`config.mk`:
```
export PLATFORM = sky130hd
export DESIGN_NAME = uart_tx_stream
export DESIGN_NICKNAME = d
export VERILOG_FILES = /design/src/rtl/uart_pkg.sv /design/src/rtl/uart_sync_fifo.sv /design/src/rtl/uart_tx_stream.sv
export SDC_FILE = /design/constraint.sdc
export NUM_CORES = 1
export LEC_CHECK = 0
export CORE_AREA = 2 2 122 124
export DETAILED_ROUTE_END_ITERATION = 7
export DIE_AREA = 0 0 124 126
export PLACE_DENSITY_LB_ADDON = 0.3
export SLEW_MARGIN = 20
export SYNTH_ARGS = -nofsm -noshare
export SYNTH_HDL_FRONTEND = slang
export SYNTH_SLANG_ARGS = --single-unit
```
`constraint.sdc`:
```
create_clock -name clk -period 5.8 [get_ports clk]
set_input_delay 0.58 -clock clk [delete_from_list [all_inputs] [get_ports clk]]
set_output_delay 0.58 -clock clk [all_outputs]
set_load 0.01 [all_outputs]
```
`src/rtl/uart_pkg.sv`:
```
// uart_pkg: FSM encoding, divisor floor and parity modes shared by the UART transmitter.
package uart_pkg;
    localparam logic [2:0] ST_IDLE   = 3'd0;
    localparam logic [2:0] ST_START  = 3'd1;
    localparam logic [2:0] ST_DATA   = 3'd2;
    localparam logic [2:0] ST_PARITY = 3'd3;
    localparam logic [2:0] ST_STOP   = 3'd4;
    localparam int MIN_DIV = 2;
    localparam logic PAR_EVEN = 1'b0;
    localparam logic PAR_ODD  = 1'b1;
endpackage

```
`src/rtl/uart_sync_fifo.sv`:
```
// uart_sync_fifo: synchronous FIFO; dout shows the head entry whenever not empty.
module uart_sync_fifo #(
    parameter int P_WIDTH = 8,
    parameter int P_DEPTH = 16,
    parameter int P_LVL_W = $clog2(P_DEPTH + 1)
) (
    input  logic               clk,
    input  logic               rst,
    input  logic               push,
    input  logic               pop,
    input  logic [P_WIDTH-1:0] din,
    output logic [P_WIDTH-1:0] dout,
    output logic               full,
    output logic               empty,
    output logic [P_LVL_W-1:0] level
);
    localparam int A_W = $clog2(P_DEPTH);
    logic [P_WIDTH-1:0] mem [P_DEPTH];
    logic [A_W-1:0] wr_ptr, rd_ptr;
    logic do_push, do_pop;
    assign full    = level == P_LVL_W'(P_DEPTH);
    assign empty   = level == '0;
    assign do_push = push && !full;
    assign do_pop  = pop && !empty;
    assign dout    = mem[rd_ptr];
    always_ff @(posedge clk) begin
        if (rst) begin
            wr_ptr <= '0;
            rd_ptr <= '0;
            level  <= '0;
        end else begin
            if (do_push) wr_ptr <= wr_ptr + A_W'(1);
            if (do_pop) rd_ptr <= rd_ptr + A_W'(1);
            level <= level + P_LVL_W'(do_push) - P_LVL_W'(do_pop);
        end
    end
    always_ff @(posedge clk) begin
        if (do_push) mem[wr_ptr] <= din;
    end
endmodule

```
`src/rtl/uart_tx_stream.sv`:
```
// uart_tx_stream: FIFO-backed UART transmitter with runtime divisor and stop-bit count.
// Define UART_TX_PARITY_EN to add the parity ports and the PARITY state.
module uart_tx_stream
    import uart_pkg::*;
#(
    parameter int P_DATA_W     = 8,
    parameter int P_FIFO_DEPTH = 16,
    parameter int P_DIV_W      = 16
) (
    input  logic                                clk,
    input  logic                                rst,
    input  logic [P_DATA_W-1:0]                 i_data,
    input  logic                                i_valid,
    output logic                                o_ready,
    input  logic [P_DIV_W-1:0]                  i_baud_div,
    input  logic                                i_stop2,
`ifdef UART_TX_PARITY_EN
    input  logic                                i_parity_en,
    input  logic                                i_parity_odd,
`endif
    output logic                                o_tx,
    output logic                                o_busy,
    output logic [$clog2(P_FIFO_DEPTH+1)-1:0]   o_level
);
    localparam int BI_W = $clog2(P_DATA_W);
    logic [P_DATA_W-1:0] head, sh;
    logic full, empty, pop, bit_end, last_stop, stop2_q, stop_idx;
    logic [2:0] state;
    logic [P_DIV_W-1:0] cnt, div_q, div_c;
    logic [BI_W-1:0] bit_idx;
`ifdef UART_TX_PARITY_EN
    logic par_en_q, par_q;
`endif
    assign o_ready   = !full;
    assign o_busy    = state != ST_IDLE;
    assign div_c     = i_baud_div < P_DIV_W'(MIN_DIV) ? P_DIV_W'(MIN_DIV) : i_baud_div;
    assign bit_end   = cnt == div_q - P_DIV_W'(1);
    assign last_stop = state == ST_STOP && bit_end && (!stop2_q || stop_idx);
    // Popping at the end of the last stop bit chains frames with no idle clock.
    assign pop       = !empty && (state == ST_IDLE || last_stop);

    uart_sync_fifo #(.P_WIDTH(P_DATA_W), .P_DEPTH(P_FIFO_DEPTH)) u_fifo (
        .clk(clk), .rst(rst), .push(i_valid), .pop(pop), .din(i_data),
        .dout(head), .full(full), .empty(empty), .level(o_level)
    );

    always_ff @(posedge clk) begin
        if (rst) begin
            state    <= ST_IDLE;
            o_tx     <= 1'b1;
            cnt      <= '0;
            div_q    <= P_DIV_W'(MIN_DIV);
            stop2_q  <= 1'b0;
            stop_idx <= 1'b0;
            bit_idx  <= '0;
            sh       <= '0;
`ifdef UART_TX_PARITY_EN
            par_en_q <= 1'b0;
            par_q    <= 1'b0;
`endif
        end else if (pop) begin
            state    <= ST_START;
            o_tx     <= 1'b0;
            cnt      <= '0;
            div_q    <= div_c;
            stop2_q  <= i_stop2;
            stop_idx <= 1'b0;
            bit_idx  <= '0;
            sh       <= head;
`ifdef UART_TX_PARITY_EN
            par_en_q <= i_parity_en;
            par_q    <= (^head) ^ (i_parity_odd == PAR_ODD);
`endif
        end else if (state != ST_IDLE) begin
            if (!bit_end) begin
                cnt <= cnt + P_DIV_W'(1);
            end else begin
                cnt <= '0;
                case (state)
                    ST_START: begin
                        state <= ST_DATA;
                        o_tx  <= sh[0];
                    end
                    ST_DATA: begin
                        if (bit_idx == BI_W'(P_DATA_W - 1)) begin
`ifdef UART_TX_PARITY_EN
                            state <= par_en_q ? ST_PARITY : ST_STOP;
                            o_tx  <= par_en_q ? par_q : 1'b1;
`else
                            state <= ST_STOP;
                            o_tx  <= 1'b1;
`endif
                        end else begin
                            bit_idx <= bit_idx + BI_W'(1);
                            sh      <= sh >> 1;
                            o_tx    <= sh[1];
                        end
                    end
`ifdef UART_TX_PARITY_EN
                    ST_PARITY: begin
                        state <= ST_STOP;
                        o_tx  <= 1'b1;
                    end
`endif
                    ST_STOP: begin
                        if (stop2_q && !stop_idx) stop_idx <= 1'b1;
                        else state <= ST_IDLE;
                    end
                    default: state <= ST_IDLE;
                endcase
            end
        end
    end
endmodule

```
== Word level (Yosys, flattened, before mapping) ==
Memories as Yosys holds them, arrays and structs flattened. A register that Yosys moved wholly into a read port is not among the register bits.
Cells that the tools add are included.

* Divide/modulo/power cells: 0
* Bitwise logic cells: 1
* Muxes and demuxes: 22
* Equal/unequal tests: 11
* Multiply operators: 0
* $add $sub $neg: 7
* Shifts and indexed selects: 0
* Reduce and logical (&&, ||, !) cells: 26
* Order comparisons: 1

{| class="wikitable"
|+ Operators with widths
! cell !! number
|-
| two-way mux 8 bit || 5
|-
| two-way mux 16 bit || 2
|-
| AND reduction 4 bit || 5
|-
| adder 16 x 1 -> 16 bit (second input constant) || 1
|-
| == test 16 bit || 1
|-
| < comparator 16 x 2 -> 1 bit (second input constant) || 1
|-
| subtractor 16 x 1 -> 16 bit (second input constant) || 1
|-
| two-way mux 1 bit || 9
|-
| one-hot mux 3 bit (3 select lines) || 1
|-
| adder 4 x 1 -> 4 bit (second input constant) || 2
|-
| two-way mux 4 bit || 2
|-
| == test 3 bit (second input constant) || 2
|-
| logical AND 1 bit || 6
|-
| two-way mux 3 bit || 2
|-
| inequality test 3 x 2 -> 1 bit (second input constant) || 2
|-
| nonzero test 2 bit || 3
|-
| nonzero test 3 bit || 2
|-
| adder 5 x 1 -> 5 bit || 1
|-
| == test 5 bit (second input constant) || 1
|-
| logical NOT 5 bit || 1
|-
| subtractor 5 x 1 -> 5 bit || 1
|-
| logical NOT 1 bit || 4
|-
| inequality test 2 bit (second input constant) || 2
|-
| adder 3 x 1 -> 3 bit (second input constant) || 1
|-
| other kinds (9) || 10
|}

* Output and inout bits: 8
* Bits in registers: 62
* Memories kept: 1
* ROM bits: 0
* Word-level logic and storage cells: 81
* Latch bits: 0
* Bits in writable memories: 128
* Input port bits: 28

{| class="wikitable"
|+ Memories
! name !! depth !! width !! read ports !! clocked after memory_dff !! wr ports !! RTL line !! RTL
|-
| u_fifo.mem || 16 || 8 || 1 || 1 || 1 || uart_sync_fifo.sv:18 || <nowiki>logic [P_WIDTH-1:0] mem [P_DEPTH];</nowiki>
|}

== Logic depth before layout (Yosys ltp) ==
Gate-level depths: netlist of the first run.

* Depth in word-level cells: 9
* Depth in mapped cells: 18
* Depth with buffers taken out: 16

== Modules after synthesis ==
A second synthesis of the first run with hierarchy kept.

* Cell total of the unflattened synthesis: 634
* Area total of the unflattened synthesis: 8488.1 sq um

{| class="wikitable"
|+ By module, submodules not included
! module !! seq. area each (sq um) !! area an instance (sq um) !! cells an instance !! times used
|-
| uart_sync_fifo || 4184.0 || 5799.3 || 306 || 1
|-
| uart_tx_stream || 980.9 || 2688.8 || 328 || 1
|}

== Worst setup path after synthesis of the first run ==
Ideal clock, no wire load.

* Kind: flip-flop to flip-flop
* Start: register div_q[0]
* End: register u_fifo.level[4]
* Library setup time: 71 ps
* Path buffers: 2
* Stages on the path, launching flop included: 19
* Data required time: 5729 ps
* Clock period less this slack: 4191 ps
* Setup slack: 1609 ps
* Arrival time: 4119 ps
* Cell sequence: dfxtp_1 inv_1 ha_1 nor3b_2 nand3_2 mux2_1 or4_4 nor3_1 a31o_2 buf_2 buf_4 ha_1 inv_1 ha_1 fa_1 a21oi_1 nor2_1 or3_1 a21oi_1

* Cells in the longest elaborated chain, start to end: 8

{| class="wikitable"
|+ RTL lines
! what !! RTL line !! RTL
|-
| from (decl) || uart_tx_stream.sv:29 || <nowiki>logic [P_DIV_W-1:0] cnt, div_q, div_c;</nowiki>
|-
| from (signal assigned) || uart_tx_stream.sv:52 || <nowiki>div_q <= P_DIV_W'(MIN_DIV);</nowiki>
|-
| from (signal assigned) || uart_tx_stream.sv:65 || <nowiki>div_q <= div_c;</nowiki>
|-
| subtractor 16 x 1 -> 16 bit || uart_tx_stream.sv:37 || <nowiki>assign bit_end = cnt == div_q - P_DIV_W'(1);</nowiki>
|-
| == test 16 bit || uart_tx_stream.sv:37 ||
|-
| logical AND 1 bit (2 in series) || uart_tx_stream.sv:38 || <nowiki>assign last_stop = state == ST_STOP && bit_end && (!stop2_q || stop_idx);</nowiki>
|-
| logical OR 1 bit || uart_tx_stream.sv:40 || <nowiki>assign pop = !empty && (state == ST_IDLE || last_stop);</nowiki>
|-
| logical AND 1 bit || uart_tx_stream.sv:40 ||
|-
| logical AND 1 bit || uart_sync_fifo.sv:24 || <nowiki>assign do_pop = pop && !empty;</nowiki>
|-
| named net u_fifo.do_pop || uart_sync_fifo.sv:20 || <nowiki>logic do_push, do_pop;</nowiki>
|-
| subtractor 5 x 1 -> 5 bit || uart_sync_fifo.sv:34 || <nowiki>level <= level + P_LVL_W'(do_push) - P_LVL_W'(do_pop);</nowiki>
|-
| to (signal assigned) || uart_sync_fifo.sv:34 ||
|-
| to (decl) || uart_sync_fifo.sv:15 || <nowiki>output logic [P_LVL_W-1:0] level</nowiki>
|}

The timed path passes the listed nets, and every way through them passes these cells.
A chain may end at the register's enable or synchronous reset.

== Worst setup path in the final report of the first run ==
* Start: register div_q[0]
* End: register u_fifo.level[4]

* Cells in the longest elaborated chain, start to end: 8

{| class="wikitable"
|+ RTL lines
! what !! RTL line
|-
| subtractor 16 x 1 -> 16 bit || uart_tx_stream.sv:37
|-
| == test 16 bit || uart_tx_stream.sv:37
|-
| logical AND 1 bit (2 in series) || uart_tx_stream.sv:38
|-
| logical OR 1 bit || uart_tx_stream.sv:40
|-
| logical AND 1 bit || uart_tx_stream.sv:40
|-
| logical AND 1 bit || uart_sync_fifo.sv:24
|-
| subtractor 5 x 1 -> 5 bit || uart_sync_fifo.sv:34
|}

No other way between the ends.

==> results.cfg, run 1 <==
[synth]
ys_seq_area_share_pct = 61.7
synth.most_common_cell = edfxtp_1
ys.flop_type = edfxtp_1
synth_edf_count = 128
synth_nets = 645
synth_cell_types = 59
ys_top_cells_by_count = edfxtp_1, nor2_1, dfxtp_1
synth_area_leader_cell = edfxtp_1
syn-instance-count = 601
synth.area.top_cells = edfxtp_1, dfxtp_1, mux4_2, nor2_1, xor2_1
yosys_register_bits = 194
syn-cell-area_mm2 = 0.00837
syn_area_per_cell_um2 = 13.9
yosysWarnings = 0
synth_top_area_share_pct = 45.9
async_reset_ff_share_pct = 0

[routing]
vias_per_cell = 6.10
route.detailed.drc = 0
routed_wirelength_mm = 17.4
ant_nets = 0
drt_iter0_markers = 373
vias = 5053
first_pass_iters = 5
wire_per_inst_um = 21.0

[global_routing]
busiest_layer = met2
grt_pass1_wl_mm = 27.2
use_met2_pct = 39.8
grt_max_degree = 36
grtUsageTotal_pct = 23.8
use_met1_pct = 30.7
grt_pass1_vias = 5062
antenna_found_initial = 0
grt_use_met3_pct = 4.66
overflow = 0

[clock_network]
cts_buffer_depth = 2
root_buffer = clkbuf_16
numCtsBuffers = 17
clock_latency_ns = 0.45
htree_levels = 4
cts_setup_buffers = 0
clkTransAtPathRegs_ns = 0.07
cts_resized = 0
postCtsHoldBufs = 0
cts_tree = yes
cts.sinks = 194

[run]
drv_cap = 0

[timing]
fin_ws_ns = 1.70
finClkSkew_ns = 0.0135
slew_viol_final = 0
rsz0062_at_grt = no
min_period_ns = 4.10
hold_viol = 0
tns_ns = 0
clock.fmax_mhz = 244
worst_slew_margin_rel_pct = 33.8
setup_viol = 0
worstMarginPinSlew_ns = 0.990
min_period_over_period_pct = 70.7

[critical_path]
path_cells = inv_1, ha_1, nor3b_2, nand3_2, mux2_1, or4_4, nor3_1, a31o_2, ha_1, inv_1, ha_1, fa_1, a21oi_1, nor2_1, or3_1, a21oi_1
critPathMaxStageDelay_ns = 0.52
cp.required_ns = 6.17
crit_type = reg2reg
arrival_ns = 4.47
endpoint_kind = register
crit_path_top_delay_cell = or4_4
cpMostUsedCell = ha_1
start_kind = register
cp_max_fo = 7

[finish]
fin_nets = 675
fin_util_pct = 66.0
layout-drive-gt1-share_pct = 14.0
area_growth_pct = 12.7
num_antenna_cells = 0

[power]
p_leak_nw = 3.21
ir_worst_vdd_v = 0.000298
power_mw = 4.19
power_per_cell_area_mw_per_mm2 = 444

[worst_hold_path]
hold_class = reg2reg

[placed_design]
place_ws_ns = 1.70
dp_hpwl_mm = 11.2
portBuffers = 35
place.gp.congestion = 0.877

[floorplan]
io_pins = 36
dieArea_mm2 = 0.0156
rows = 44
chipHeight_um = 126
core_area_mm2 = 0.0143
start_util_pct = 58.5
die_x_um = 124

[status]
status = complete, no violations
## worst max-delay path: cells and delay by family, from the launching register on
kind            cells  cell delay, ns
simple gates        6            1.78
flops               1            0.38
compound gates      3            0.50
buf+inv             2            0.13
mux                 1            0.33
fa+ha+maj           4            0.90
## cells in the final DEF, fill, tap and decap left out, drive strengths merged, types with 3 or more instances in the layout
master	count
xor2	26
ha	15
clkdlybuf4s50	35
nand4	8
or3	3
nand4b	3
nor2b	13
mux4	33
o21ai	7
clkbuf	17
a21oi	20
and3	4
a22oi	3
nand3	9
nor3	14
a211oi	13
nor3b	3
xnor2	18
nor2	74
dfxtp	66
inv	21
nand2	17
buf	6
clkinv	8
mux2i	22
a22o	11
nand2b	8
edfxtp	128
a31oi	3
mux2	4
nor4	6
## state kept, by name, indices dropped and copies added (netlist names), named ones only
register and count:
u_fifo.mem 128, u_fifo.rd_ptr 4, state 3, stop_idx 1
u_fifo.level 5, o_tx 1, sh 8, cnt 16
bit_idx 3, div_q 16, stop2_q 1, u_fifo.wr_ptr 4
## metal layers
layer / vias up / wire length, µm
met5: - / 0
met4: 0 / 324
met3: 30 / 812
met2: 150 / 8980
met1: 2556 / 7280
li1: 2317 / -
## final timing paths
kind	from	endpoint	slack [ns]	depth (start not counted)
worst min-delay path	sh[0]	sh[0]	0.50	2
worst max register to register	div_q[0]	u_fifo.level[4]	1.70	16
worst max-delay path	div_q[0]	u_fifo.level[4]	1.70	16
worst min register to register	sh[0]	sh[0]	0.50	2
## cell families after synthesis
family	Yosys count	synth area share [%]
adders and majority gates	16	2.48
buffers and inverters	45	2.38
and+or+nand+nor	169	10.4
AOI/OAI and AO/OA	74	6.39
muxes	59	12.0
xor gates and xnor gates	44	4.60
DFF	194	61.7
## report_power, final
part	internal, mW	leakage (nW)	switching (mW)
sequential	1.60	1.70	0.146
combinational	0.617	1.23	0.690
clock	0.604	0.284	0.537
total	2.82	3.21	1.37
## cell type report
type,count,area (µm²)
Timing Repair Buffer,41,395
Multi-Input combinational cell,362,3020
Inverter,15,56.3
Clock buffer,17,425
Tap cell,184,230
Fill cell,1000,4870
Clock inverter,15,148
Sequential cell,194,5170
## stage by stage
stage          hold slack, ns  std cells  area (µm²)
2_1_floorplan           0.458        601        8370
3_3_place_gp            0.472        796        8860
3_5_place_dp            0.496        796        8870
4_1_cts                 0.505        828        9440
5_1_grt                 0.518        828        9440
6_report                0.502        828        9440
Note: power is estimated with default switching activity, not from simulation.
==> inputs of run 2 (changes only) <==
clock period = 4 ns   (was 5.8 ns; I/O delays follow)
==> results.cfg, run 2 (synthesis results as in run 1) <==
[global_routing]
grt_pass1_wl_mm = 28.1
grt_pass1_vias = 5134
grtUsageTotal_pct = 24.4
overflow = 0
antenna_found_initial = 0
grt_max_degree = 36

[timing]
min_period_over_period_pct = 94.3
clock.fmax_mhz = 265
worstMarginPinSlew_ns = 0.898
slew_viol_final = 0
min_period_ns = 3.77
rsz0062_at_grt = no
finClkSkew_ns = 0.0115
hold_viol = 0
worst_slew_margin_rel_pct = 39.9
setup_viol = 0
hold_slack_ns = 0.500
tns_ns = 0

[clock_network]
postCtsHoldBufs = 0
htree_levels = 4
cts.sinks = 194
cts_tree = yes
cts_resized = 0
clock_latency_ns = 0.43
cts_setup_buffers = 0
numCtsBuffers = 17
root_buffer = clkbuf_16
cts_buffer_depth = 2
clkTransAtPathRegs_ns = 0.07

[floorplan]
die_x_um = 124
dieArea_mm2 = 0.0156
rows = 44
io_pins = 36
chipHeight_um = 126
core_area_mm2 = 0.0143
start_util_pct = 58.5

[critical_path]
cp.required_ns = 4.36
rr_worst_depth = 16
arrival_ns = 4.14
crit_type = reg2reg
start_kind = register
endpoint_kind = register
cp_max_fo = 5

[power]
ir_worst_vdd_v = 0.000382
p_leak_nw = 3.25
power_per_cell_area_mw_per_mm2 = 652

[run]
drv_cap = 0

[routing]
routed_wirelength_mm = 17.9
vias_per_cell = 6.11
drt_iter0_markers = 592
route.detailed.drc = 0
wire_per_inst_um = 21.4
ant_nets = 0
vias = 5111
first_pass_iters = 7

[finish]
num_antenna_cells = 0
final_cell_mix = edfxtp_1, nor2_1, dfxtp_1, clkdlybuf4s50_1, mux4_2
final_common_cell = edfxtp_1
layout-drive-gt1-share_pct = 14.7
area_growth_pct = 13.6
stdcell_area_mm2 = 0.00952
nFillCells = 1009
fin_nets = 684
reg_top3 = u_fifo.mem (128), cnt (16), div_q (16)
top_register = u_fifo.mem
largest_register_ffs = 128

[worst_hold_path]
hold_class = reg2reg
hold_path_depth = 1

[placed_design]
portBuffers = 35
place.gp.congestion = 0.844
postPlaceCellArea_mm2 = 0.00894
dp_hpwl_mm = 11.7

[status]
status = complete, no violations
==> run 2: critical path, cell delays in order (launching register included) <==
cell	delay (ns)
dfxtp_1	0.47
inv_1	0.08
ha_1	0.23
nor3b_4	0.16
nand3_2	0.08
mux2_1	0.32
or4_4	0.54
nor3_2	0.15
a31o_2	0.20
ha_1	0.12
inv_1	0.04
ha_1	0.20
fa_1	0.41
a21oi_1	0.15
nor2_1	0.06
or3_1	0.34
a21oi_1	0.15
==> run 2: final cells by class <==
class	count	area, µm²	area share (%)
multi-input cells	362	3020	31.8
repair buffers	50	463	4.87
flip-flops and latches	194	5170	54.3
well taps	184	230	2.42
inverters	15	56.3	0.592
clock inverters	12	145	1.53
clock buffers	19	433	4.55
==> run 2: metal layers <==
| metal | up-vias | wire, µm | part of all wire (%) | track usage (%) |
|---|---|---|---|---|
| met5 | - | 0 | 0 | 0 |
| met4 | 0 | 414 | 2.3 | 7.93 |
| met3 | 34 | 825 | 4.6 | 4.85 |
| met2 | 175 | 9290 | 52 | 41.1 |
| met1 | 2566 | 7330 | 41 | 32.0 |
| li1 | 2336 | - | - | - |
==> run 2: path summary, 6_finish.rpt <==
path	start	to	slack (ns)
setup / recovery	div_q[0]	u_fifo.level[4]	0.23
hold / removal	div_q[15]	div_q[15]	0.50
setup reg to reg	div_q[0]	u_fifo.level[4]	0.23
hold reg to reg	div_q[15]	div_q[15]	0.50
==> run 2: through the flow <==
step / cells / power (mW) / setup slack, ns / utilization (%)
CTS: 836 / 6.22 / 0.220 / 66.5
detailed placement: 805 / 4.51 / 0.253 / 62.4
floorplan: 601 / 3.98 / 0.0134 / -
finish: 836 / 6.20 / 0.226 / 66.5
global placement: 805 / 4.44 / 0.409 / 62.4
global route: 836 / 6.50 / 0.0550 / 66.5
==> run 2: power by group <==
| part | leakage (nW) | switching [mW] | internal, mW |
|---|---|---|---|
| registers | 1.70 | 0.237 | 2.32 |
| clock network | 0.282 | 0.757 | 0.935 |
| logic | 1.27 | 1.01 | 0.942 |
